## src/rtl/time_syn_tx.sv

```systemverilog
// Transmit framer for the time-sync control channel: turns timestamp, standard-time and
// return requests into fixed-length AXI4-Stream frames (marker, payload, zero padding).
module time_syn_tx #(
  parameter int unsigned P_FRAME_LEN = 8,
  parameter logic [63:0] P_TS_COMP   = 64'd0
) (
  input  logic        i_clk,
  input  logic        i_rst_n,
  input  logic [63:0] i_local_time,
  input  logic        i_send_ts,
  input  logic        i_send_std,
  input  logic [63:0] i_std_time,
  input  logic        i_send_return,
  input  logic [63:0] i_return_ts,
  output logic        o_busy,
  output logic        o_frame_done,
  output logic        m_ctrl_tx_axis_tvalid,
  output logic [63:0] m_ctrl_tx_axis_tdata,
  output logic        m_ctrl_tx_axis_tlast,
  output logic [7:0]  m_ctrl_tx_axis_tkeep,
  output logic        m_ctrl_tx_axis_tuser,
  input  logic        m_ctrl_tx_axis_tready
);

  localparam int unsigned     CntW     = $clog2(P_FRAME_LEN);
  localparam logic [CntW-1:0] LastBeat = CntW'(P_FRAME_LEN - 1);

  typedef enum logic [1:0] {StIdle, StMark, StPay, StPad} state_e;
  typedef enum logic [1:0] {TyTs, TyStd, TyRet} type_e;

  state_e          state_q, state_d;
  type_e           sel_q, sel_d, arb;
  logic [CntW-1:0] cnt_q, cnt_d;
  logic            pend_ts_q, pend_std_q, pend_ret_q;
  logic [63:0]     std_pay_q, ret_pay_q, frm_pay_q, frm_pay_d;
  logic            done_q;
  logic            want_ts, want_std, want_ret, any_want;
  logic            hs, beat0_hs, last_beat;

  // Incoming pulses count as pending so a request can reach the wire on the next cycle.
  assign want_ts   = pend_ts_q  | i_send_ts;
  assign want_std  = pend_std_q | i_send_std;
  assign want_ret  = pend_ret_q | i_send_return;
  assign any_want  = want_ts | want_std | want_ret;
  assign arb       = want_ret ? TyRet : (want_std ? TyStd : TyTs);
  assign hs        = m_ctrl_tx_axis_tvalid & m_ctrl_tx_axis_tready;
  assign beat0_hs  = (state_q == StMark) & hs;
  assign last_beat = (state_q == StPad) & (cnt_q == LastBeat);

  always_ff @(posedge i_clk) begin
    if (!i_rst_n) begin
      state_q <= StIdle;
    end else begin
      state_q <= state_d;
    end
  end

  always_comb begin
    state_d = state_q;
    sel_d   = sel_q;
    cnt_d   = cnt_q;
    unique case (state_q)
      StIdle: begin
        if (any_want) begin
          state_d = StMark;
          sel_d   = arb;
        end
      end
      StMark: begin
        if (hs) begin
          state_d = StPay;
          cnt_d   = CntW'(1);
        end
      end
      StPay: begin
        if (hs) begin
          state_d = StPad;
          cnt_d   = cnt_q + CntW'(1);
        end
      end
      StPad: begin
        if (hs) begin
          if (last_beat) begin
            cnt_d = '0;
            if (any_want) begin
              state_d = StMark;
              sel_d   = arb;
            end else begin
              state_d = StIdle;
            end
          end else begin
            cnt_d = cnt_q + CntW'(1);
          end
        end
      end
      default: state_d = StIdle;
    endcase
  end

  always_comb begin
    frm_pay_d = frm_pay_q;
    if (beat0_hs) begin
      case (sel_q)
        TyStd:   frm_pay_d = std_pay_q;
        TyRet:   frm_pay_d = ret_pay_q;
        default: frm_pay_d = i_local_time + P_TS_COMP;
      endcase
    end
  end

  // A same-type request on the beat0 handshake cycle keeps the flag set.
  always_ff @(posedge i_clk) begin
    if (!i_rst_n) begin
      sel_q      <= TyTs;
      cnt_q      <= '0;
      pend_ts_q  <= 1'b0;
      pend_std_q <= 1'b0;
      pend_ret_q <= 1'b0;
      std_pay_q  <= '0;
      ret_pay_q  <= '0;
      frm_pay_q  <= '0;
      done_q     <= 1'b0;
    end else begin
      sel_q      <= sel_d;
      cnt_q      <= cnt_d;
      pend_ts_q  <= i_send_ts     | (pend_ts_q  & ~(beat0_hs & (sel_q == TyTs)));
      pend_std_q <= i_send_std    | (pend_std_q & ~(beat0_hs & (sel_q == TyStd)));
      pend_ret_q <= i_send_return | (pend_ret_q & ~(beat0_hs & (sel_q == TyRet)));
      if (i_send_std)    std_pay_q <= i_std_time;
      if (i_send_return) ret_pay_q <= i_return_ts;
      frm_pay_q  <= frm_pay_d;
      done_q     <= last_beat & hs;
    end
  end

  always_comb begin
    m_ctrl_tx_axis_tvalid = (state_q != StIdle);
    m_ctrl_tx_axis_tdata  = '0;
    m_ctrl_tx_axis_tlast  = last_beat;
    m_ctrl_tx_axis_tkeep  = {8{m_ctrl_tx_axis_tvalid}};
    m_ctrl_tx_axis_tuser  = 1'b0;
    o_frame_done          = done_q;
    o_busy                = m_ctrl_tx_axis_tvalid | done_q;
    unique case (state_q)
      StMark: begin
        case (sel_q)
          TyStd:   m_ctrl_tx_axis_tdata = 64'h88;
          TyRet:   m_ctrl_tx_axis_tdata = 64'h55;
          default: m_ctrl_tx_axis_tdata = 64'h66;
        endcase
      end
      StPay:   m_ctrl_tx_axis_tdata = frm_pay_q;
      default: m_ctrl_tx_axis_tdata = '0;
    endcase
  end

endmodule

```

## config.mk

```make
export PLATFORM = sky130hd
export DESIGN_NAME = time_syn_tx
export DESIGN_NICKNAME = d
export VERILOG_FILES = /design/src/rtl/time_syn_tx.sv
export SDC_FILE = /design/constraint.sdc
export NUM_CORES = 1
export LEC_CHECK = 0
export CAP_MARGIN = 20
export CORE_ASPECT_RATIO = 0.6
export CORE_MARGIN = 4
export CORE_UTILIZATION = 52
export CTS_CLUSTER_DIAMETER = 200
export CTS_CLUSTER_SIZE = 40
export DETAILED_ROUTE_END_ITERATION = 8
export PLACE_DENSITY = 0.95
export SYNTH_ARGS = -nofsm -noshare
export SYNTH_HDL_FRONTEND = slang
export SYNTH_SLANG_ARGS = --single-unit
export TNS_END_PERCENT = 30
```

## constraint.sdc

```tcl
create_clock -name i_clk -period 5.4 [get_ports i_clk]
set_clock_uncertainty 0.2 [all_clocks]
set_input_delay 1.08 -clock i_clk [delete_from_list [all_inputs] [get_ports i_clk]]
set_output_delay 1.08 -clock i_clk [all_outputs]
set_load 0.05 [all_outputs]
```

==> run metrics <==
setup TNS=0 ns; crit end category=output port; post-route DRC violation count=0; hpwl dp=18,800 µm; Setup Fix Bufs, Post-CTS=0; Iteration-0 DRC Markers=684; Die W=182 µm; fin crit share=80.5%; first-pass GRT wire length=42,000 µm; Hold Path Class=reg -> reg; fmax=0.230 GHz; root buf cell=clkbuf_16; Async SR Flop Fraction=0%; Global Route Usage Sum=24.9%; Post-CTS Hold Fix Bufs=0; RSZ-0062 raised after global routing=false; number of synthesized flops with an enable pin=0; Synth Cell Area=9430 µm²; leak pwr=4.67 nW; Area Overhead vs Synth=29.9%; die footprint=20,400 µm²; Clock Sinks=203; syn_area_per_cell=9.23 µm²; syn nets=1,231; slew margin rel.=29.3%; Worst Max-Slew Pin Slew=1.06 ns; pwr/cell area=330 nW/µm²; post-route cell area=12,300 µm²; peak supply drop=0.456 mV; DRT Pass-1 Iters=5; Distinct cells, synth=34; # H-tree levels=1; Clock Pin Slew Worst Setup and Hold Paths=0.14 ns; CTS tree=done; Finish-stage setup viols=0; Post-DP Area=12,000 µm²; Antenna Nets Post-Route=0; status=completed; max cap viols=0; clk buf depth=3; Initial Util=54.0%; Vias=8,161; Synth Register Bits=203; Core Region=17,500 µm²; worst setup path category=reg -> out; nature of the critical path startpoint=flop; layout cells sized above 1=9.02%; std cell rows=37; ys flop type=dfxtp_1; Port Buffer Count=273; grt total ovfl=0; Seq/Total Area, Yosys=43.1%; layout net count=1,429; Setup WS pre-CTS=1.58 ns; Skew-Pair Late Insertion Delay=0.47 ns; Top Ports=275; crit path max fanout=67; largest net degree at the start of global routing=103; Vias/cell=5.61; Routed WL per cell=18.5 µm; Num CTS Buffers=9; vias in the first global route=7,760; final-report hold violation count=0; min Tclk post-route=4.34 ns; Final Routed Wirelength=26,900 µm; worst setup margin=1.06 ns; GPL Wtd Cong=0.837; Post-Synthesis Cells=1,022; post_cts resized=0; Die Ht=112 µm; WP data arrival=3.06 ns; Max Transition Viols Final=0; Worst Path Required=4.12 ns; initial antenna violation count=0; YS warnings=0
[per-layer routing]
layer  vias to the layer above  wire length [µm]  GRT usage [%]
met5                         -                 0              0
met4                         0               654           5.85
met3                        42              1990           4.73
met2                       354             12200           40.3
met1                      3872             12100           34.8
li1                       3893                 -              -
[layout make-up]
cell class | count | area, µm²
clock buffer | 9 | 225
tap | 234 | 293
sequential | 203 | 4060
inverter | 8 | 35.0
antenna | 1 | 2.50
fill | 1287 | 5200
timing repair buffer | 282 | 2800
multi-input combinational | 716 | 4810
clock inverter | 1 | 30.0
[report_power, final]
part	leakage (nW)	internal [W]	switching, W
registers	1.66	0.00162	0.0000794
clock network	0.122	0.000314	0.000468
logic	2.89	0.000536	0.00102
[sequential cells by signal (all words and copies together), names as in the netlist]
register      cells
cnt_q             3
sel_q             2
frm_pay_q        64
o_frame_done      1
pend_ts_q         1
std_pay_q        64
state_q           2
ret_pay_q        64
pend_ret_q        1
pend_std_q        1
[cell usage in the layout (no fill, tap or decap), types with 2 or more instances in the layout]
cell type / synthesis / routed
clkbuf_16: 0 / 9
a22oi_1: 65 / 65
a21boi_0: 8 / 8
clkdlybuf4s50_1: 0 / 271
buf_4: 15 / 11
nand3_1: 4 / 4
a211oi_1: 2 / 2
and2_1: 58 / 58
nand2b_1: 6 / 6
inv_1: 7 / 7
nor3_1: 2 / 2
nand2_1: 144 / 144
a21o_1: 2 / 2
ha_1: 11 / 7
a21oi_2: 40 / 40
a21oi_1: 32 / 32
o211ai_2: 40 / 40
ha_2: 0 / 3
mux2i_1: 129 / 129
dfxtp_1: 203 / 203
o211ai_1: 25 / 25
o21ai_0: 3 / 3
nor2_1: 137 / 137
[Yosys cell counts, drive strengths merged, types with 7 or more instances]
master  count  area, µm²
buf        64        430
dfxtp     203       4060
ha         11        138
inv         7       26.3
nand2     145        552
nor2      137        514
o211ai     65        688
clkbuf     31        116
mux2i     129       1290
a21oi      72        510
a22oi      65        488
a21boi      8       60.1
and2       58        363
[critical path, stage by stage, from the launching register on]
cell and delay [ns]:
dfxtp_1 0.36, inv_1 0.14, ha_2 0.85, nand2_1 0.14
a21boi_0 0.25, clkdlybuf4s50_1 0.85
[final timing paths]
kind | startpoint | to | slack (ns) | cells after the start
worst min-delay path | frm_pay_q[56] | frm_pay_q[56] | 0.26 | 2
worst min register to register | frm_pay_q[56] | frm_pay_q[56] | 0.26 | 2
worst max-delay path | state_q[0] | m_ctrl_tx_axis_tdata[6] | 1.06 | 5
worst max register to register | state_q[1] | frm_pay_q[9] | 2.53 | 6
[kinds of logic (layout without fill, tap and decap cells)]
group,after synthesis,in the layout,share of synthesized area (%)
AOI/OAI and AO/OA,218,218,19.1
adders and majority gates,11,11,1.46
buffers and inverters,103,300,6.12
DFF,203,203,43.1
muxes,129,129,13.7
other,1,2,0.0398
and+or+nand+nor,357,357,16.5
[stage by stage]
step / hold slack, ns / power (W) / utilization, % / instances
after global routing: 0.286 / 0.00425 / 70.2 / 1453
after floorplan: 0.232 / 0.00287 / - / 1022
after detailed placement: 0.244 / 0.00328 / 68.7 / 1443
after global placement: 0.240 / 0.00324 / 68.7 / 1443
after CTS: 0.263 / 0.00406 / 70.2 / 1453
final: 0.263 / 0.00404 / 70.2 / 1454
Power figures use the tool's default switching activity.
==> patch, RTL diff (config.mk and constraints unchanged) <==
The parameter `P_FRAME_LEN` goes from 8 to 16.
--- a/src/rtl/time_syn_tx.sv
+++ b/src/rtl/time_syn_tx.sv
@@ -1,7 +1,7 @@
 // Transmit framer for the time-sync control channel: turns timestamp, standard-time and
 // return requests into fixed-length AXI4-Stream frames (marker, payload, zero padding).
 module time_syn_tx #(
-  parameter int unsigned P_FRAME_LEN = 8,
+  parameter int unsigned P_FRAME_LEN = 16,
   parameter logic [63:0] P_TS_COMP   = 64'd0
 ) (
   input  logic        i_clk,
Function: no difference found for any inputs over 4 cycles, from zero or initial values and one cycle with i_rst_n low; that may be too few to reach the edited logic, so the function may still have changed.
==> patch against the original RTL <==
- power increased by 0.85%
- routed wire length grew 2.2%
- sequential power barely moved
- core utilization up 1.8 points
- global-route usage is 1.6 points higher
- synthesized cell count rose by 0.68%
- register-to-register slack got worse by 0.03 ns
- design area fell by 2.3%
- worst setup slack better by 0.24 ns
- sequential cell count up 1
- area after synthesis fell by 4.3%
- clock power increased by 1%
==> patch: results (changes against the original RTL) <==
The flow ran to the end, and the final reports show no timing, DRC or antenna violations. Largest cells by area after synthesis: dfxtp_1 45%, mux2i_1 14%, nand2_1 5.9% (was dfxtp_1 43%, mux2i_1 14%, nand2_1 5.7%). The number of buffers inserted by post-CTS setup repair came out at 0 (unchanged). Largest registers: frm_pay_q x64, ret_pay_q x64, std_pay_q x64 (unchanged). The root buffer cell is clkbuf_16 (unchanged). The number of hold buffers added after cts was 0 (unchanged). The count of cells resized by post-cts repair is 0 (unchanged).

The wire length of the first global-routing pass was 41.8 mm (was 42.0 mm); the initial antenna violation count was 1 (was 0). The worst-case vdd ir drop was 292 uV (was 456 uV). The number of buffer cells added on primary ports came out at 273 (unchanged).

The deepest clock path buffer count was 3 (unchanged). Length of the first detailed-routing pass in iterations: 5 (unchanged). For the row count, the log shows 36 (was 37).

The run gives 0.0794 (was 0.0473) as the met3 track demand over resource in global routing. The post-CTS clock slew at the launch and capture registers of the worst setup and hold paths is 0.14 ns (about the same). The H-tree depth was 1 (unchanged). The top fanout value on the critical path is 62 (was 67). The logs give 0.453 (was 0.431) for the sequential share of the synthesized area and 1436 (was 1429) for the final net count. The share of cells above drive strength 1 was 0.0261 (was 0.0902). For the number of nets produced by synthesis, the log shows 1237 (was 1231). Clock latency of the later-clocked register in the worst-skew pair: 0.47 ns (about the same). The leakage dissipation was 4.57 nW (was 4.67 nW); the maximum number of pins on one net before global-route repair was 130 (was 103). Violation count after the first detailed-routing iteration: 770 (was 684). The global placement routability congestion is 0.871 (was 0.837). Met1 usage: 0.363 (was 0.348). The run gives 7904 (was 7760) as the number of global-route vias before repair.

For the relative slew slack, the log shows 0.350 (was 0.293). The class of the tightest hold or removal check was flop to flop (unchanged). The detailed placer's ending HPWL was 19.1 mm (was 18.8 mm). The number of routed nets with antenna violations is 0 (unchanged).

The number of buffers inserted during clock tree synthesis is 9 (unchanged), and the share of synthesized registers carrying an async set or reset is 0 (unchanged). Most common library cells after synthesis: 204 x dfxtp_1, 143 x nand2_1, 136 x nor2_1 (was 203 x dfxtp_1, 144 x nand2_1, 137 x nor2_1). The met2 usage in global routing was 0.423 (was 0.403). The placement-stage worst setup slack is 1.50 ns (was 1.58 ns), and the number of distinct library cells after synthesis is 38 (was 34). Data arrival time at the worst-slack endpoint: 2.82 ns (was 3.06 ns). The total track usage came out at 0.265 (was 0.249).

For the total congestion overflow, the log shows 0 (unchanged). The count of vias placed by the detailed router came out at 8229 (was 8161). The most common flop cell mapped by yosys is dfxtp_1 (unchanged).

The number of inserted filler cells in the final layout was 1238 (was 1287); the per-cell routed wire length was 18.9 um (was 18.5 um). The yosys synthesis warning count is 0 (unchanged).
==> patch: metrics by stage <==
| stage | util | instance area (um^2) | cells | hold slack, ns | total power [mW] |
|---|---|---|---|---|---|
| after floorplan | - | 9020 | 1029 | 0.232 | 2.80 |
| final | 0.720 | 12000 | 1456 | 0.260 | 4.08 |
| after CTS | 0.719 | 12000 | 1454 | 0.261 | 4.06 |
| after detailed placement | 0.704 | 11700 | 1444 | 0.243 | 3.28 |
| after global routing | 0.720 | 12000 | 1456 | 0.281 | 4.28 |
| after global placement | 0.704 | 11700 | 1444 | 0.238 | 3.23 |
==> patch: per-layer routing <==
| layer | wire (um) | part of all wire |
|---|---|---|
| met5 | 0 | 0 |
| met4 | 417 | 0.015 |
| met3 | 2890 | 0.11 |
| met2 | 12200 | 0.44 |
| met1 | 12000 | 0.44 |
==> patch: worst max-delay path: stages (launching register included) <==
cell and delay, ns:
dfxtp_1 0.41, inv_1 0.12, ha_4 0.45, nand2b_1 0.31, a21boi_0 0.22, clkdlybuf4s50_1 0.83
==> patch: cell type report <==
cell class	count	area share
sequential	204	0.341
timing repair buffer	284	0.236
inverter	8	0.00293
multi-input combinational	721	0.375
tap	228	0.0238
antenna	1	0.000209
clock inverter	1	0.00251
clock buffer	9	0.0188
==> patch: kinds of logic after synthesis <==
family	share of synthesized area
AO/OA/AOI/OAI	0.166
adder cells (fa/ha/maj)	0.0139
buffers and inverters	0.0526
flip-flops	0.453
multiplexers	0.143
other	0.000416
AND/OR/NAND/NOR	0.171
==> patch: worst paths after layout <==
kind	from	end	slack (ns)	cells past startpoint
worst max register to register	state_q[0]$_SDFFE_PN0P_	frm_pay_q[10]$_SDFFE_PN0P_	2.50	7
worst min-delay path	frm_pay_q[45]$_SDFFE_PN0P_	frm_pay_q[45]$_SDFFE_PN0P_	0.26	2
worst max-delay path	sel_q[0]$_SDFFE_PN0P_	m_ctrl_tx_axis_tdata[5]	1.30	5
worst min register to register	frm_pay_q[45]$_SDFFE_PN0P_	frm_pay_q[45]$_SDFFE_PN0P_	0.26	2
==> patch: where the power goes <==
| part | internal, mW | total (mW) | leakage (nW) | switching [mW] |
|---|---|---|---|---|
| sequential | 1.63 | 1.70 | 1.67 | 0.0734 |
| combinational | 0.548 | 1.58 | 2.78 | 1.04 |
| clock | 0.315 | 0.791 | 0.122 | 0.476 |
